--- src/rtl/traffic_seg_monitor.sv ---
// ============================================================================
// traffic_seg_monitor : decodes controller seg output, checks phase order/dwell
// Rev 1.0
// ============================================================================
`default_nettype none

module traffic_seg_monitor #(
  parameter int MIN_DWELL = 1,
  parameter int MAX_DWELL = 255,
  parameter int DWELL_W   = 8,
  parameter int CNT_W     = 16
) (
  input  logic               clk,
  input  logic               reset,
  input  logic [7:0]         seg,
  output logic [1:0]         light,
  output logic [DWELL_W-1:0] dwell,
  output logic [CNT_W-1:0]   cycle_count,
  output logic               fault,
  output logic               err_pulse,
  output logic [2:0]         err_code
);

  localparam logic [1:0] c_GREEN   = 2'b00;
  localparam logic [1:0] c_YELLOW  = 2'b01;
  localparam logic [1:0] c_RED     = 2'b10;
  localparam logic [1:0] c_NONE    = 2'b11;

  localparam logic [2:0] c_ERR_NONE    = 3'd0;
  localparam logic [2:0] c_ERR_BAD     = 3'd1;
  localparam logic [2:0] c_ERR_ILLEGAL = 3'd2;
  localparam logic [2:0] c_ERR_SHORT   = 3'd3;
  localparam logic [2:0] c_ERR_STUCK   = 3'd4;

  localparam logic [DWELL_W-1:0] c_MIN      = DWELL_W'(MIN_DWELL);
  localparam logic [DWELL_W-1:0] c_MAX      = DWELL_W'(MAX_DWELL);
  localparam logic [DWELL_W-1:0] c_DW_ONE   = DWELL_W'(1);
  localparam logic [CNT_W-1:0]   c_CNT_ONE  = CNT_W'(1);
  localparam bit                 c_STUCK_EN = (MAX_DWELL != 0);

  typedef enum logic [2:0] {
    S_IDLE   = 3'd0,
    S_GREEN  = 3'd1,
    S_YELLOW = 3'd2,
    S_RED    = 3'd3,
    S_FAULT  = 3'd4
  } state_t;

  state_t               r_state;
  logic [1:0]           r_light;
  logic [DWELL_W-1:0]   r_dwell;
  logic [CNT_W-1:0]     r_cycle;
  logic                 r_fault;
  logic                 r_err_pulse;
  logic [2:0]           r_err_code;

  logic [1:0]           w_dec;
  logic                 w_valid;
  logic [1:0]           w_next;
  logic                 w_in_colour;
  logic [2:0]           w_err;

  function automatic state_t colour_state(input logic [1:0] code);
    case (code)
      c_GREEN:  colour_state = S_GREEN;
      c_YELLOW: colour_state = S_YELLOW;
      default:  colour_state = S_RED;
    endcase
  endfunction

  always_comb begin
    case (seg)
      8'b0111_0111: w_dec = c_GREEN;
      8'b0111_0110: w_dec = c_YELLOW;
      8'b0000_1110: w_dec = c_RED;
      default:      w_dec = c_NONE;
    endcase
  end

  assign w_valid     = (w_dec != c_NONE);
  assign w_in_colour = (r_state == S_GREEN) || (r_state == S_YELLOW) || (r_state == S_RED);

  always_comb begin
    case (r_light)
      c_GREEN:  w_next = c_YELLOW;
      c_YELLOW: w_next = c_RED;
      default:  w_next = c_GREEN;
    endcase
  end

  // Only colour states can raise an error; IDLE and FAULT absorb anything.
  always_comb begin
    w_err = c_ERR_NONE;
    if (w_in_colour) begin
      if (!w_valid) begin
        w_err = c_ERR_BAD;
      end else if (w_dec == r_light) begin
        if (c_STUCK_EN && (r_dwell == c_MAX)) w_err = c_ERR_STUCK;
      end else if (w_dec == w_next) begin
        if (r_dwell < c_MIN) w_err = c_ERR_SHORT;
      end else begin
        w_err = c_ERR_ILLEGAL;
      end
    end
  end

  always_ff @(posedge clk or posedge reset) begin
    if (reset) begin
      r_state     <= S_IDLE;
      r_light     <= c_NONE;
      r_dwell     <= '0;
      r_cycle     <= '0;
      r_fault     <= 1'b0;
      r_err_pulse <= 1'b0;
      r_err_code  <= c_ERR_NONE;
    end else begin
      r_err_pulse <= 1'b0;
      if (w_err != c_ERR_NONE) begin
        r_state     <= S_FAULT;
        r_light     <= c_NONE;
        r_dwell     <= '0;
        r_fault     <= 1'b1;
        r_err_pulse <= 1'b1;
        r_err_code  <= w_err;
      end else if (!w_in_colour) begin
        if (w_valid) begin
          r_state <= colour_state(w_dec);
          r_light <= w_dec;
          r_dwell <= c_DW_ONE;
          r_fault <= 1'b0;
        end
      end else if (w_dec == r_light) begin
        if (r_dwell != '1) r_dwell <= r_dwell + c_DW_ONE;
      end else begin
        // No error and a different colour: must be the legal successor.
        r_state <= colour_state(w_dec);
        r_light <= w_dec;
        r_dwell <= c_DW_ONE;
        if (r_light == c_RED) r_cycle <= r_cycle + c_CNT_ONE;
      end
    end
  end

  assign light       = r_light;
  assign dwell       = r_dwell;
  assign cycle_count = r_cycle;
  assign fault       = r_fault;
  assign err_pulse   = r_err_pulse;
  assign err_code    = r_err_code;

endmodule

`default_nettype wire

--- config.mk ---
export PLATFORM = sky130hd
export DESIGN_NAME = traffic_seg_monitor
export DESIGN_NICKNAME = d
export VERILOG_FILES = /design/src/rtl/traffic_seg_monitor.sv
export SDC_FILE = /design/constraint.sdc
export NUM_CORES = 1
export LEC_CHECK = 0
export CAP_MARGIN = 10
export CORE_MARGIN = 2
export CORE_UTILIZATION = 27
export CTS_CLUSTER_DIAMETER = 200
export DETAILED_ROUTE_END_ITERATION = 8
export PLACE_DENSITY = 0.56
export SKIP_LAST_GASP = 1
export SYNTH_ARGS = -nofsm -noshare
export SYNTH_HDL_FRONTEND = slang
export SYNTH_SLANG_ARGS = --single-unit
--- constraint.sdc ---
create_clock -name clk -period 1.95 [get_ports clk]
set_input_delay 0.195 -clock clk [delete_from_list [all_inputs] [get_ports clk]]
set_output_delay 0.195 -clock clk [all_outputs]
set_load 0.01 [all_outputs]
After elaboration in Yosys (flattened, before gate mapping)
Cells that the tools add are included.

storage, ports and cells
  register bits after elaboration = 34
  latch bits = 0
  bits in writable memories = 0
  memory bits (read-only) = 0
  bits of input ports = 10
  output and inout bits = 31
  memories = 0

operators by class
  $add $sub $neg = 2
  multipliers = 0
  divide/modulo/power cells = 0
  $lt $le $gt $ge = 1
  equal/unequal tests = 17
  shifts and indexed selects = 0
  muxes and demuxes = 26
  bitwise logic cells = 2
  reductions and logical operators = 11

operator list
  cell                     count
  $mux W8                  5
  $mux W3                  9
  $add A16 B1 Y16 const B  1
  $eq A8 B7 Y1 const B     2
  $mux W2                  5
  $add A8 B1 Y8 const B    1
  $eq A8 B4 Y1 const B     1
  $eq A8 B8 Y1 const B     1
  $lt A8 B1 Y1 const B     1
  $ne A8 B8 Y1 const B     1
  $pmux W2 S2              2
  $eq A3 B2 Y1 const B     2
  $pmux W2 S3              1
  $reduce_and A2 Y1        3
  $reduce_bool A3 Y1       2
  $eq A2 B1 Y1 const B     2
  $eq A2 B2 Y1             2
  $logic_not A2 Y1         2
  $mux W1                  4
  $ne A4 B2 Y1 const B     1
  $reduce_and A4 Y1        1
  $eq A3 B1 Y1 const B     1
  $ne A3 B2 Y1 const B     1
  $eq A2 B2 Y1 const B     1
  5 further kinds          7

Depth between registers and ports, before layout
Gate-level depths: netlist (run 1).

  depth in word-level cells = 10
  mapped depth = 9
  mapped depth without buffers = 8

Least setup slack after synthesis (run 1)
No wires, ideal clock.

  path kind = register -> register
  from = register r_dwell[0], in the netlist dwell[0]
  to = register r_cycle[1], in the netlist cycle_count[1]
  library setup time = 0.128 ns
  arrival time = 2.070 ns
  path slack = -0.247 ns
  cell stages (with the launch flop) = 9
  path buffers = 1
  cell sequence = dfrtp_1 inv_1 ha_1 nor4b_1 nand2_1 o311a_1 o311ai_4 buf_6 mux2_1

on the way
  cells in the longest elaborated chain, start to end = 9

ends and longest elaborated chain
  item                                  line  source
  from (decl)                           51    logic [DWELL_W-1:0] r_dwell;
  from (signal assigned)                129   r_dwell <= c_DW_ONE;
  from (signal assigned)                133   if (r_dwell != '1) r_dwell <= r_dwell + c_DW_ONE;
  from (signal assigned)                138   r_dwell <= c_DW_ONE;
  $lt A8 B1 Y1                          100   if (r_dwell < c_MIN) w_err = c_ERR_SHORT;
  $mux W2                               100
  $mux W3                               99    end else if (w_dec == w_next) begin
  $mux W3 *                             97    end else if (w_dec == r_light) begin
  $mux W3 *                             95    if (!w_valid) begin
  $mux W3 *                             94    if (w_in_colour) begin
  $reduce_bool A3 Y1 *                  118   if (w_err != c_ERR_NONE) begin
  $not A1 Y1 (no source line) *         --
  $reduce_and A4 Y1 (no source line) *  --
  to (signal assigned)                  139   if (r_light == c_RED) r_cycle <= r_cycle + c_CNT_ONE;
  to (decl)                             52    logic [CNT_W-1:0] r_cycle;

Mark *: on every way between the ends. The rest lies on a longest branch, timed or not.
A chain may end at the register's enable or synchronous reset.

Worst setup path in the final report (run 1)
Same ends and word-level chain as after synthesis.

==> impl_metrics.tcl, run 1 <==
set metrics [dict create \
    status "complete, but fails checks" \
    violations "setup timing" \
    worstPathRequired_ps 2140 \
    max_freq_mhz 487 \
    fin_ws_ps -103 \
    path_clk_slew_ps 80 \
    p_leak_nw 1.53 \
    synth-main-ff-cell "dfrtp_1" \
    dieArea_um2 7960 \
    synth_edf_count 0 \
    clock_skew_ps 9.90 \
    p_per_area_nw_per_um2 644 \
    drv_slew 0 \
    layout_min_cycle_time_ps 2050 \
    grt_max_degree 35 \
    drive_above_1_share_pct 40.0 \
    antenna_found_initial 0 \
    cp_max_fo 8 \
    finalHoldViolations 0 \
    die_h_um 89.2 \
    drc 0 \
    grt_pass1_wl_mm 9.20 \
    setup_viol 18 \
    worstMarginPinSlew_ps 452 \
    syn-instance-count 203 \
    grt-ovfl-total 0 \
    yosysSeqAreaShare_pct 43.5 \
    final_cell_mix "buf_4, clkdlybuf4s50_1, dfrtp_1, nand2_1" \
    period_share_pct 105 \
    ys_types 54 \
    cts_sinks 34 \
    syn_avg_cell_area_um2 9.66 \
    finalNonFillerCells 404 \
    initial_core_util_pct 27.5 \
    dp_cells 377 \
    max_cap_violations 0 \
    track_usage_pct 14.9 \
    syn_area_um2 1960 \
    worst-r2r-cell-count 8 \
    worstHoldPathType "primary input to async pin" \
    routedWlPerCell_um 14.7 \
    async_flop_share_pct 100 \
    synth_fp_nets 216 \
    multi_input_area_um2 1300 \
    numCtsBuffers 5 \
    core_area_um2 7140 \
    clk_path_buf_depth 2 \
    tritoncts "done" \
    rows 31 \
    r2r_slack_ps -100 \
    wirelength_mm 5.93 \
    num_vias 1972 \
    clk_latency_ps 290 \
    h-tree-depth 2 \
    ir_worst_vdd_mv 0.243 \
    globalplace.congestion 0.835 \
    dpl.hpwl_mm 3.77 \
    io_pins 41 \
    register_area_um2 853 \
    finalCoreUtilization_pct 46.3 \
    die_width_um 89.2 \
    io_buffer_count 40 \
    slew_headroom_pct 69.6 \
    cts-root-buf "clkbuf_8" \
    rsz0062_at_grt "yes" \
    ant_nets 0 \
    path_class "register to register" \
    synth-seq-cells 34 \
    ys_warn_count 0 \
    area_growth_pct 68.4 \
    grt_pass1_vias 1922 \
    final_common_cell "buf_4" \
    insertedDiodeCount 0 \
    fillers 681 \
    end_kind "register" \
    nNetsFinal 317 \
    rr_endpoint "cycle_count[1]" \
    start_kind "register" \
    drtIter0Drc 159 \
    drtPass1Iterations 4 \
    arrival_ps 2240 \
    routed_via_density 4.88 \
    timing.rr.start "dwell[0]" \
]
through the flow:
stage	power [mW]	hold slack [ps]	setup TNS (ps)	instance area [um2]	worst slack, ps
2_1_floorplan	1.10	335	-1020	2010	-203
3_3_place_gp	1.38	478	-15320	2810	-545
3_5_place_dp	1.38	471	-16130	2810	-588
4_1_cts	2.09	315	-949	3130	-110
5_1_grt	2.23	350	-2860	3300	-178
6_report	2.13	303	-769	3300	-103
where the power goes:
group	total (mW)	internal, mW	switching (mW)
clock network	0.665	0.380	0.285
registers	0.803	0.761	0.0422
logic	0.657	0.333	0.325
total	2.13	1.47	0.652
cell usage after synthesis, types with 4 or more instances:
master / n / area (um2)
a21o_1: 4 / 30.0
a21oi_1: 12 / 60.1
a31oi_1: 4 / 25.0
and3_1: 5 / 31.3
clkbuf_1: 4 / 15.0
dfrtp_1: 32 / 801
inv_1: 8 / 30.0
nand2_1: 20 / 75.1
nand2b_1: 7 / 43.8
nand3_1: 7 / 35.0
nor2_1: 17 / 63.8
nor3_1: 5 / 25.0
nor3_2: 4 / 40.0
nor3b_1: 4 / 30.0
o21ai_0: 6 / 30.0
xor2_1: 13 / 114
layout make-up:
type	count	area share, %
Clock buffer	5	2.08
Clock inverter	3	1.36
Inverter	8	0.909
Multi-Input combinational cell	154	39.4
Sequential cell	34	25.8
Tap cell	99	3.75
Timing Repair Buffer	101	26.6
registers in the layout, summed over array words and instances (netlist names):
| register | count |
|---|---|
| err_pulse | 1 |
| r_state | 3 |
| fault | 1 |
| cycle_count | 16 |
| err_code | 3 |
| light | 2 |
| dwell | 8 |
worst max-delay path: stages (launching register included):
cell,delay [ps]
dfrtp_1,400
inv_1,70
ha_2,170
nor4b_4,240
nand2_1,120
o311a_4,150
o311ai_4,350
buf_12,180
mux2_4,290
worst max path at each step:
stage,slack [ps],cells after the start,endpoint,start
finish,-100,8,cycle_count[1],dwell[0]
global route,-180,8,cycle_count[1],dwell[0]
CTS,-110,10,cycle_count[5],seg[6]
detailed placement,-590,7,cycle_count[1],seg[6]
global placement,-540,7,cycle_count[1],seg[6]
floorplan,-200,7,cycle_count[1],seg[6]
metal layers:
layer  vias up  share of wire [%]  GRT usage (%)
met2        55                 49           23.1
li1        940                  -              -
met1       959                 44           20.3
met5         -                  0              0
met4         0                3.1           6.24
met3        18                4.6           3.05
logic make-up (layout without fill, tap and decap cells):
logic type	count (synthesis)	in the layout	share of synthesized area (%)
simple gates	86	86	24.7
compound gates	46	46	17.7
flops	34	34	43.5
xor+xnor	16	16	7.15
buf+inv	15	117	3.38
fa+ha+maj	3	3	1.91
mux	3	3	1.60
what timing repair did:
| item | 4_1_cts | 5_1_grt |
|---|---|---|
| resized for setup | 25 | 42 |
| setup endpoints to repair | 34 | 34 |
| pin swaps | 12 | 18 |
| endpoints found under the hold margin | 0 | 0 |
| hold buffers | 0 | 0 |
| gates cloned | 1 | 0 |
| buffers inserted | 16 | 5 |
Note: power is estimated with default switching activity, not from simulation.
==> run 2, diff against run 1 <==
--- a/config.mk
+++ b/config.mk
@@ -6,11 +6,13 @@
 export NUM_CORES = 1
 export LEC_CHECK = 0
 export CAP_MARGIN = 10
+export CELL_PAD_IN_SITES_DETAIL_PLACEMENT = 1
+export CELL_PAD_IN_SITES_GLOBAL_PLACEMENT = 1
 export CORE_MARGIN = 2
 export CORE_UTILIZATION = 27
 export CTS_CLUSTER_DIAMETER = 200
 export DETAILED_ROUTE_END_ITERATION = 8
-export PLACE_DENSITY = 0.56
+export PLACE_DENSITY = 0.68
 export SKIP_LAST_GASP = 1
 export SYNTH_ARGS = -nofsm -noshare
 export SYNTH_HDL_FRONTEND = slang
==> impl_metrics.tcl, run 2 (same netlist as run 1, synthesis figures left out) <==
set metrics [dict create \
    io_buffer_count 40 \
    p_leak_nw 1.56 \
    cts_sinks 34 \
    grt_max_degree 35 \
    seq_power_share_pct 39.0 \
    dpl.hpwl_mm 4.36 \
    switching_share_pct 31.3 \
    critPathBufInv 2 \
    layout_min_cycle_time_ps 2130 \
    drtPass1Iterations 4 \
    rows 31 \
    worstMarginPinSlew_ps 549 \
    clk_latency_ps 290 \
    cp_max_fo 8 \
    wirelength_mm 6.50 \
    insertedDiodeCount 0 \
    finalHoldViolations 0 \
    hold_buffers 0 \
    largest_register_ffs 16 \
    multi_input_area_um2 1270 \
    core_area_um2 7140 \
    max_stage_delay_ps 390 \
    fillers 809 \
    cpLargestDelayFamily "compound AO/OA/AOI/OAI gates" \
    cts-root-buf "clkbuf_8" \
    rsz0062_at_grt "yes" \
    internal-power_mw 1.42 \
    drc 0 \
    path_clk_slew_ps 70 \
    worstPathRequired_ps 2130 \
    h-tree-depth 2 \
    dieArea_um2 7960 \
    rr_endpoint "cycle_count[1]" \
    arrival_ps 2320 \
    drtIter0Drc 68 \
    initial_core_util_pct 27.5 \
    nNetsFinal 321 \
    antenna_found_initial 0 \
    power.total_mw 2.07 \
    comb_power_share_pct 34.6 \
    hold_ws_ps 301 \
    violations "setup timing" \
    setup_viol 25 \
    r2r_slack_ps -180 \
    end_kind "register" \
    track_usage_pct 16.9 \
    drv_slew 0 \
    die_h_um 89.2 \
    crit_chain "inv_2, ha_4, nor4b_4, nand2_1, o311a_4, o311ai_4, buf_12, mux2_4" \
    grt_pass1_vias 2090 \
    grt-ovfl-total 0 \
    clock_skew_ps 5.38 \
    p_clk_share_pct 26.4 \
    grt_pass1_wl_mm 10.3 \
    power.switching_mw 0.647 \
    io_pins 41 \
    status "complete, but fails checks" \
    slew_headroom_pct 63.4 \
    fin_ws_ps -184 \
    max_freq_mhz 469 \
    path_class "register to register" \
    area_growth_pct 69.0 \
    drive_above_1_share_pct 39.8 \
    globalplace.congestion 0.868 \
    start_kind "register" \
    tritoncts "done" \
    slowest_stage "dfrtp_1" \
    timing.rr.start "dwell[1]" \
    p_per_area_nw_per_um2 624 \
    max_cap_violations 0 \
    num_vias 1989 \
    routedWlPerCell_um 15.9 \
    die_width_um 89.2 \
    final_cell_mix "buf_4, clkdlybuf4s50_1, dfrtp_1, nand2_1" \
    ant_nets 0 \
    final_common_cell "buf_4" \
    worst-r2r-cell-count 8 \
    worstHoldPathType "primary input to async pin" \
    period_share_pct 109 \
    numCtsBuffers 5 \
    ir_worst_vdd_mv 0.374 \
    clk_path_buf_depth 2 \
    register_area_um2 853 \
    routed_via_density 4.88 \
]
[run 2: cell count changes in the layout (fill, tap and decap cells not counted), sizes merged]
cell           change
buf                +6
clkdlybuf4s50      +1
dlymetal6s2s       -1
bufinv             -1
clkinvlp           -2
clkinv             +1
[run 2: metrics by stage]
step / util [%] / TNS [ps] / std cells / worst slack (ps) / cell area, um2
global route: 46.4 / -5050 / 408 / -260 / 3310
CTS: 44.1 / -1720 / 400 / -145 / 3150
global placement: 39.7 / -14640 / 381 / -546 / 2840
floorplan: - / -1020 / 203 / -203 / 2010
finish: 46.4 / -2690 / 408 / -184 / 3310
detailed placement: 39.7 / -16460 / 381 / -607 / 2840
[run 2: worst max-delay path by stage]
stage             start        endpoint  slack [ps]  cells after the start
4_1_cts        dwell[1]  cycle_count[5]        -140                     10
6_report       dwell[1]  cycle_count[1]        -180                      8
3_3_place_gp     seg[6]  cycle_count[1]        -550                      7
3_5_place_dp     seg[6]  cycle_count[1]        -610                      7
5_1_grt        dwell[1]  cycle_count[2]        -260                      9
2_1_floorplan    seg[6]  cycle_count[1]        -200                      7
[run 2: per-layer routing]
metal  wire (um)  up-vias  part of all wire, %  global-route usage (%)
met5           0        -                    0                       0
met4         136        0                  2.1                    5.83
met3         153       12                  2.4                    3.60
met2        3300       28                   51                    29.2
met1        2900     1001                   45                    20.9
li1            -      948                    -                       -
[run 2: what timing repair did]
| item | in CTS | in global routing |
|---|---|---|
| resized for setup | 29 | 36 |
| endpoints found under the setup margin | 34 | 34 |
| pin swaps | 9 | 22 |
| buffers inserted | 10 | 9 |
| endpoints found under the hold margin | 0 | 0 |
| cloned | 1 | 0 |
[run 2: power groups by stage]
stage | combinational [mW] | clock, mW | sequential [mW]
6_report | 0.715 | 0.546 | 0.807
4_1_cts | 0.647 | 0.569 | 0.803
5_1_grt | 0.780 | 0.591 | 0.815
3_5_place_dp | 0.592 | 0 | 0.815
3_3_place_gp | 0.577 | 0 | 0.813
2_1_floorplan | 0.280 | 0 | 0.816
[run 2: tightest hold or removal path: cells and delay by family]
family / cells / cell delay (ps)
buffers and inverters: 3 / 820
[run 2: layout make-up]
| class | instances | share of cell area (%) |
|---|---|---|
| Clock buffer | 7 | 2.60 |
| Clock inverter | 1 | 0.151 |
| Inverter | 8 | 0.906 |
| Multi-Input combinational cell | 154 | 38.4 |
| Sequential cell | 34 | 25.7 |
| Tap cell | 99 | 3.74 |
| Timing Repair Buffer | 105 | 28.5 |
